[config.mk]
export PLATFORM = sky130hd
export DESIGN_NAME = requant_stream
export DESIGN_NICKNAME = d
export VERILOG_FILES = /design/src/rtl/requant_pkg.sv /design/src/rtl/requant_lane.sv /design/src/rtl/requant_stream.sv
export SDC_FILE = /design/constraint.sdc
export NUM_CORES = 2
export LEC_CHECK = 0
export ABC_AREA = 1
export BUFFER_PORTS_ARGS = -buffer_cell sky130_fd_sc_hd__buf_4
export CORE_MARGIN = 10
export CORE_UTILIZATION = 57
export DETAILED_ROUTE_END_ITERATION = 6
export HOLD_SLACK_MARGIN = 0.08
export PLACE_DENSITY = 0.73
export SYNTH_ARGS = -nofsm -noshare
export SYNTH_HDL_FRONTEND = slang
export SYNTH_SLANG_ARGS = --single-unit
[constraint.sdc]
create_clock -name iclk -period 6.9 [get_ports iclk]
set_input_delay 0.69 -clock iclk [delete_from_list [all_inputs] [get_ports iclk]]
set_output_delay 0.69 -clock iclk [all_outputs]
set_load 0.05 [all_outputs]
[src/rtl/requant_pkg.sv]
// requant_pkg: shared definitions for the requant_stream block.
//   - req_mode_e : per-beat requantisation mode (linear scale/shift or log2 code)
//   - SHIFT_W    : width of the linear-mode right-shift control
//   - calc_e_w / calc_m_w : exponent and mantissa field widths of the log code
//   - calc_sum_w : width of the linear-mode rounding adder, wide enough that the
//                  largest rounding constant (2^30) never overflows
package requant_pkg;

  typedef enum logic {
    REQ_LIN = 1'b0,
    REQ_LOG = 1'b1
  } req_mode_e;

  localparam int SHIFT_W   = 5;
  localparam int SHIFT_MAX = (1 << SHIFT_W) - 1;

  function automatic int calc_e_w(input int in_w);
    return $clog2(in_w);
  endfunction

  function automatic int calc_m_w(input int in_w, input int out_w);
    return out_w - $clog2(in_w);
  endfunction

  function automatic int calc_sum_w(input int p_w);
    return ((p_w > SHIFT_MAX) ? p_w : SHIFT_MAX) + 1;
  endfunction

endpackage

[src/rtl/requant_lane.sv]
// requant_lane: datapath for one lane of requant_stream.
//   Stage 1 registers the linear product (or the raw sample in log mode) and
//   the MSB index of the sample; stage 2 registers the rounded/shifted/clamped
//   or log-coded output byte.
// Ports:
//   iclk               clock
//   ien_p1 / ien_p2    load enables of the two register stages (from the top)
//   ival               input sample of this lane
//   imode / iscale     mode and linear scale of the beat entering stage 1
//   imode_p1/ishift_p1 mode and shift of the beat held in stage 1
//   oout               stage-2 output sample
//   oclamp             stage-2 clamp flag (only with REQUANT_SAT_CNT_EN)
module requant_lane
  import requant_pkg::*;
#(
  parameter int IN_W    = 16,
  parameter int OUT_W   = 8,
  parameter int SCALE_W = 8
) (
  input  logic               iclk,
  input  logic               ien_p1,
  input  logic               ien_p2,
  input  logic [IN_W-1:0]    ival,
  input  logic               imode,
  input  logic [SCALE_W-1:0] iscale,
  input  logic               imode_p1,
  input  logic [SHIFT_W-1:0] ishift_p1,
  output logic [OUT_W-1:0]   oout
`ifdef REQUANT_SAT_CNT_EN
  ,
  output logic               oclamp
`endif
);

  localparam int E_W   = calc_e_w(IN_W);
  localparam int M_W   = calc_m_w(IN_W, OUT_W);
  localparam int P_W   = IN_W + SCALE_W;
  localparam int SUM_W = calc_sum_w(P_W);
  localparam logic [SUM_W-1:0] OUT_MAX = SUM_W'({OUT_W{1'b1}});

  function automatic logic [SUM_W-1:0] round_shift(input logic [P_W-1:0] p,
                                                   input logic [SHIFT_W-1:0] sh);
    logic [SUM_W-1:0] half;
    half = (sh == {SHIFT_W{1'b0}}) ? {SUM_W{1'b0}} : (SUM_W'(1) << (sh - SHIFT_W'(1)));
    return (SUM_W'(p) + half) >> sh;
  endfunction

  function automatic logic [OUT_W-1:0] saturate(input logic [SUM_W-1:0] r);
    return (r > OUT_MAX) ? {OUT_W{1'b1}} : r[OUT_W-1:0];
  endfunction

  logic [P_W-1:0] w_prod;
  logic [E_W-1:0] w_msb;
  logic           w_small;

  always_comb begin
    w_prod  = (req_mode_e'(imode) == REQ_LOG) ? P_W'(ival) : P_W'(ival) * P_W'(iscale);
    w_msb   = {E_W{1'b0}};
    for (int i = 0; i < IN_W; i++) begin
      if (ival[i]) w_msb = E_W'(i);
    end
    w_small = (ival < IN_W'(2));
  end

  // ---- stage 1 boundary: product / MSB index ----
  logic [P_W-1:0] r_prod_p1;
  logic [E_W-1:0] r_msb_p1;
  logic           r_small_p1;

  always_ff @(posedge iclk) begin
    if (ien_p1) begin
      r_prod_p1  <= w_prod;
      r_msb_p1   <= w_msb;
      r_small_p1 <= w_small;
    end
  end

  logic [SUM_W-1:0] w_r;
  logic [IN_W-1:0]  w_frac;
  logic [M_W-1:0]   w_mant;
  logic [OUT_W-1:0] w_out;

  // The mantissa is the fraction below the MSB, left-aligned into M_W bits:
  // shifting it up by M_W and back down by the MSB index also zero-pads small
  // exponents on the right.
  always_comb begin
    w_r    = round_shift(r_prod_p1, ishift_p1);
    w_frac = r_prod_p1[IN_W-1:0] & ~(IN_W'(1) << r_msb_p1);
    w_mant = M_W'({w_frac, {M_W{1'b0}}} >> r_msb_p1);
    if (req_mode_e'(imode_p1) == REQ_LOG) begin
      w_out = r_small_p1 ? {OUT_W{1'b0}} : {r_msb_p1, w_mant};
    end else begin
      w_out = saturate(w_r);
    end
  end

  // ---- stage 2 boundary: packed output sample ----
  logic [OUT_W-1:0] r_out_p2;

  always_ff @(posedge iclk) begin
    if (ien_p2) r_out_p2 <= w_out;
  end

  assign oout = r_out_p2;

`ifdef REQUANT_SAT_CNT_EN
  logic w_clamp;
  logic r_clamp_p2;

  assign w_clamp = (req_mode_e'(imode_p1) == REQ_LIN) && (w_r > OUT_MAX);

  always_ff @(posedge iclk) begin
    if (ien_p2) r_clamp_p2 <= w_clamp;
  end

  assign oclamp = r_clamp_p2;
`endif

endmodule

[src/rtl/requant_stream.sv]
// requant_stream: NCH-lane requantiser (IN_W -> OUT_W) behind a 2-stage
// elastic valid/ready pipeline. Linear mode: (v*iscale + round) >> ishift,
// clamped to OUT_W bits. Log mode: {MSB index, M_W mantissa bits}.
// Optional feature macro: REQUANT_SAT_CNT_EN adds osat_cnt, a sticky 32-bit
// count of clamped lane samples in beats leaving the block.
// Ports:
//   iclk, irst          clock, synchronous active-high reset
//   ivalid/oready/idata upstream beat (lane k at [k*IN_W +: IN_W])
//   imode/iscale/ishift per-beat controls, travel with the beat
//   ovalid/iready/odata downstream beat (lane k at [k*OUT_W +: OUT_W])
//   osat_cnt            clamp counter (only with REQUANT_SAT_CNT_EN)
module requant_stream
  import requant_pkg::*;
#(
  parameter int IN_W    = 16,
  parameter int OUT_W   = 8,
  parameter int NCH     = 4,
  parameter int SCALE_W = 8
) (
  input  logic                   iclk,
  input  logic                   irst,
  input  logic                   ivalid,
  output logic                   oready,
  input  logic [NCH*IN_W-1:0]    idata,
  input  logic                   imode,
  input  logic [SCALE_W-1:0]     iscale,
  input  logic [SHIFT_W-1:0]     ishift,
  output logic                   ovalid,
  input  logic                   iready,
  output logic [NCH*OUT_W-1:0]   odata
`ifdef REQUANT_SAT_CNT_EN
  ,
  output logic [31:0]            osat_cnt
`endif
);

  logic r_vld_p1;
  logic r_vld_p2;
  logic w_ld_p1;
  logic w_ld_p2;
  logic w_en_p1;
  logic w_en_p2;

  // A stage may load when it is empty or its content moves on this cycle.
  assign w_ld_p2 = ~r_vld_p2 | iready;
  assign w_ld_p1 = ~r_vld_p1 | w_ld_p2;
  assign w_en_p1 = w_ld_p1 & ivalid;
  assign w_en_p2 = w_ld_p2 & r_vld_p1;
  assign oready  = w_ld_p1;
  assign ovalid  = r_vld_p2;

  // ---- stage 1 boundary: beat controls ----
  logic                r_mode_p1;
  logic [SHIFT_W-1:0]  r_shift_p1;

  always_ff @(posedge iclk) begin
    if (irst) begin
      r_vld_p1 <= 1'b0;
      r_vld_p2 <= 1'b0;
    end else begin
      if (w_ld_p1) r_vld_p1 <= ivalid;
      if (w_ld_p2) r_vld_p2 <= r_vld_p1;
    end
  end

  always_ff @(posedge iclk) begin
    if (w_en_p1) begin
      r_mode_p1  <= imode;
      r_shift_p1 <= ishift;
    end
  end

  logic [OUT_W-1:0] w_out [NCH];
`ifdef REQUANT_SAT_CNT_EN
  logic [NCH-1:0] w_clamp;
`endif

  for (genvar k = 0; k < NCH; k++) begin : g_lane
    requant_lane #(
      .IN_W    (IN_W),
      .OUT_W   (OUT_W),
      .SCALE_W (SCALE_W)
    ) u_lane (
      .iclk      (iclk),
      .ien_p1    (w_en_p1),
      .ien_p2    (w_en_p2),
      .ival      (idata[k*IN_W +: IN_W]),
      .imode     (imode),
      .iscale    (iscale),
      .imode_p1  (r_mode_p1),
      .ishift_p1 (r_shift_p1),
      .oout      (w_out[k])
`ifdef REQUANT_SAT_CNT_EN
      ,
      .oclamp    (w_clamp[k])
`endif
    );

    // Data registers are not reset; an empty output stage reads as zero.
    assign odata[k*OUT_W +: OUT_W] = r_vld_p2 ? w_out[k] : {OUT_W{1'b0}};
  end

`ifdef REQUANT_SAT_CNT_EN
  logic [31:0] w_nclamp;
  logic [32:0] w_cnt_sum;
  logic [31:0] r_sat_cnt;

  always_comb begin
    w_nclamp = 32'd0;
    for (int k = 0; k < NCH; k++) begin
      w_nclamp = w_nclamp + 32'(w_clamp[k]);
    end
    w_cnt_sum = {1'b0, r_sat_cnt} + {1'b0, w_nclamp};
  end

  always_ff @(posedge iclk) begin
    if (irst) begin
      r_sat_cnt <= 32'd0;
    end else if (r_vld_p2 && iready) begin
      r_sat_cnt <= w_cnt_sum[32] ? 32'hFFFF_FFFF : w_cnt_sum[31:0];
    end
  end

  assign osat_cnt = r_sat_cnt;
`endif

endmodule
==> impl_metrics.ini <==
[outcome]
status = complete, but fails checks
violations = design-rule violations

[yosys]
ys_ff_latch = 156
synth_area_sq_um = 37200
ys_warn_count = 0
ys_seq_area_frac = 0.125
syn_area_per_cell_sq_um = 6.21
synth_cells = 5995
synth_top_area_share = 0.203
synthTopCellsByArea = nand2_1 (20%), fa_1 (18%), edfxtp_1 (12%)
synth_edf_count = 154
yosysUniqueCellTypes = 60
synth.largest_area_cell = nand2_1
async_flop_share = 0
synthesis.nets = 6633
ys.flop_type = edfxtp_1

[drt]
avgViaCountPerCell = 5.71
first_iter_violations = 4442
first_pass_iters = 7
wl_microns = 124000
drc = 5
wl_per_cell_microns = 18.4
num_vias = 38534
antenna_left = 0

[timing]
tns_ns = 0
slew_viol_final = 0
timing.hold.ws_ns = 0.366
period_share = 0.862
worst_slack_ns = 0.950
min_period_ns = 5.95
worst_pin_slew_ns = 1.19
finalSetupViolCount = 0
rsz0062_at_grt = no
relSlewSlack = 0.206
fmax_mhz = 168
hold_viol_final = 0
skew_ns = 0.0243

[hold_path]
hold_class = input port to register
whs_endpoint = r_vld_p1$_SDFFE_PP0N_
min_from = irst
min_path_cells = 2

[critical_path]
end_kind = register
path_class = input port to register
crit_slowest_cell = fa_1
worstReg2RegStart = r_shift_p1[0]$_DFFE_PP_
start_kind = input port
reg2regPathDepth = 26
path_max_fanout = 34
path_common_cell = o21ai_0
worst_ep_arrival_time_ns = 6.26
r2r_end = g_lane[0].u_lane.oout[7]$_DFFE_PP_
reg2reg_setup_slack_ns = 1.47
crit_required_ns = 7.21
slowest_delay_ns = 0.49

[clock_network]
clockBufferDepth = 2
clk_latency_ns = 0.48
holdBufCountCts = 0
cts.repair.resized = 0
post-cts-setup-buffer-count = 0
clockRootBuffer = clkbuf_16
clock_sinks = 156
path_clk_slew_ns = 0.08
htreeDepth = 4
cts_buffers = 17
cts_tree = yes

[final_layout]
final_layout_size_suffix_gt1_frac = 0.0512
fill_cells = 6422
nNetsFinal = 6520
areaGrowthSynthToFinish_pct = 4.52
design_area_sq_um = 38900

[placed_design]
dp.final_hpwl_microns = 100000
gp_congestion = 1.01
pre_cts_ws_ns = 0.543
place_area_sq_um = 38300
portBuffers = 115

[power_and_ir_drop]
p_per_area_nw_per_um2 = 242
peakVddDrop_uv = 205
p_total_mw = 9.43
p_leak_nw = 21.9

[floorplanning]
start_util = 0.576
rows = 93
die_area_sq_um = 75900
num_io_pins = 116
dieWidth_microns = 276
core_sq_um = 64600
fp.dieH_microns = 276

[grt]
antenna_found_initial = 3
grt_max_degree = 99
grt-ovfl-total = 0
grt_pass1_wl_microns = 197000
grtUsageTotal = 0.327
grt_pass1_vias = 35393

[job]
max_cap_violations = 0
-- synthesized netlist by cell type, types with 4 or more instances --
cell,instances
o21ai_0,320
buf_6,7
o21bai_1,14
nor3_1,34
a21boi_0,20
inv_2,26
nor2_2,23
nand2_1,2011
clkinv_1,6
a21oi_1,237
buf_1,63
nand4_1,97
and2_1,4
o221ai_1,7
o22ai_1,8
buf_2,20
nor2_4,10
a31oi_1,34
o21a_1,16
nor2_1,261
a21o_1,9
a32o_1,6
a22oi_1,5
fa_1,340
nor4_1,4
ha_1,216
xor2_1,45
clkbuf_1,193
nand3_1,641
nand3b_1,8
edfxtp_1,154
mux2i_1,5
o21ai_1,10
o211ai_1,21
nand2_2,23
inv_1,1041
nand3_2,10
-- final cells by class --
type / instances / area [sq um] / share of cell area
antenna: 2 / 5.00 / 0.000129
clock buffer: 18 / 429 / 0.0110
clock inverter: 14 / 149 / 0.00383
inverter: 1074 / 4040 / 0.104
multi-input combinational: 4476 / 27400 / 0.703
sequential: 156 / 4660 / 0.120
tap: 855 / 1070 / 0.0275
timing repair buffer: 157 / 1180 / 0.0303
-- per-layer routing --
layer	GRT usage	routed length, microns	vias to the layer above
met5	0	0	-
met4	0.105	3890	0
met3	0.0495	12200	190
met2	0.478	51400	1872
met1	0.488	56700	17802
li1	-	-	18670
-- worst max-delay path, delay by kind of cell --
family	cells	cell delay, ns
simple gates	4	0.31
buf+inv	7	1.10
fa+ha+maj	5	2.08
compound gates	10	2.05
-- how the worst max path moves through the flow --
stage,cells after the start,slack [ns],to,from
4_1_cts,26,1.04,g_lane[2].u_lane.r_prod_p1[23]$_SDFFCE_PP0P_,iscale[2]
5_1_grt,26,0.42,g_lane[0].u_lane.r_prod_p1[22]$_SDFFCE_PP0P_,iscale[4]
3_3_place_gp,28,0.72,g_lane[1].u_lane.r_prod_p1[22]$_SDFFCE_PP0P_,iscale[3]
3_5_place_dp,26,0.54,g_lane[2].u_lane.r_prod_p1[23]$_SDFFCE_PP0P_,iscale[2]
2_1_floorplan,26,1.0,g_lane[0].u_lane.r_prod_p1[23]$_SDFFCE_PP0P_,iscale[4]
6_report,26,0.95,g_lane[2].u_lane.r_prod_p1[23]$_SDFFCE_PP0P_,iscale[2]
-- stage by stage --
| step | utilization | std cells |
|---|---|---|
| floorplan | - | 5995 |
| global placement | 0.593 | 6718 |
| detailed placement | 0.593 | 6718 |
| CTS | 0.602 | 6750 |
| global route | 0.603 | 6752 |
| finish | 0.603 | 6752 |
-- flip-flops by register name, summed over array words and instances (netlist names) --
signal,count
g_lane.u_lane.oout,32
g_lane.u_lane.r_msb_p1,16
g_lane.u_lane.r_prod_p1,96
g_lane.u_lane.r_small_p1,4
ovalid,1
r_mode_p1,1
r_shift_p1,5
r_vld_p1,1
-- report_power, final --
part / internal (mW) / leakage (nW) / total [mW] / switching (mW)
Sequential: 1.38 / 1.51 / 1.62 / 0.240
Combinational: 2.37 / 20.1 / 6.81 / 4.44
Clock: 0.512 / 0.272 / 0.998 / 0.486
Total: 4.26 / 21.9 / 9.43 / 5.17
-- cells by family after synthesis --
kind of cell | after synthesis | synth area share
adders and majority gates | 556 | 0.255
xor gates and xnor gates | 45 | 0.0106
and+or+nand+nor | 3141 | 0.358
DFF | 156 | 0.125
AOI/OAI and AO/OA | 729 | 0.109
muxes | 5 | 0.00134
buffers and inverters | 1363 | 0.140
-- cells in the final DEF (no fill, tap or decap), drive strengths merged, types with 18 or more instances in the layout --
cell,count
ha,216
a21oi,239
inv,1075
o21ai,331
a31oi,34
clkbuf,18
nand3,654
nor3,35
nor2,295
edfxtp,154
nand4,103
a21boi,21
o211ai,21
buf,157
xor2,45
fa,340
nand2,2035
Note: power is estimated with default switching activity, not from simulation.
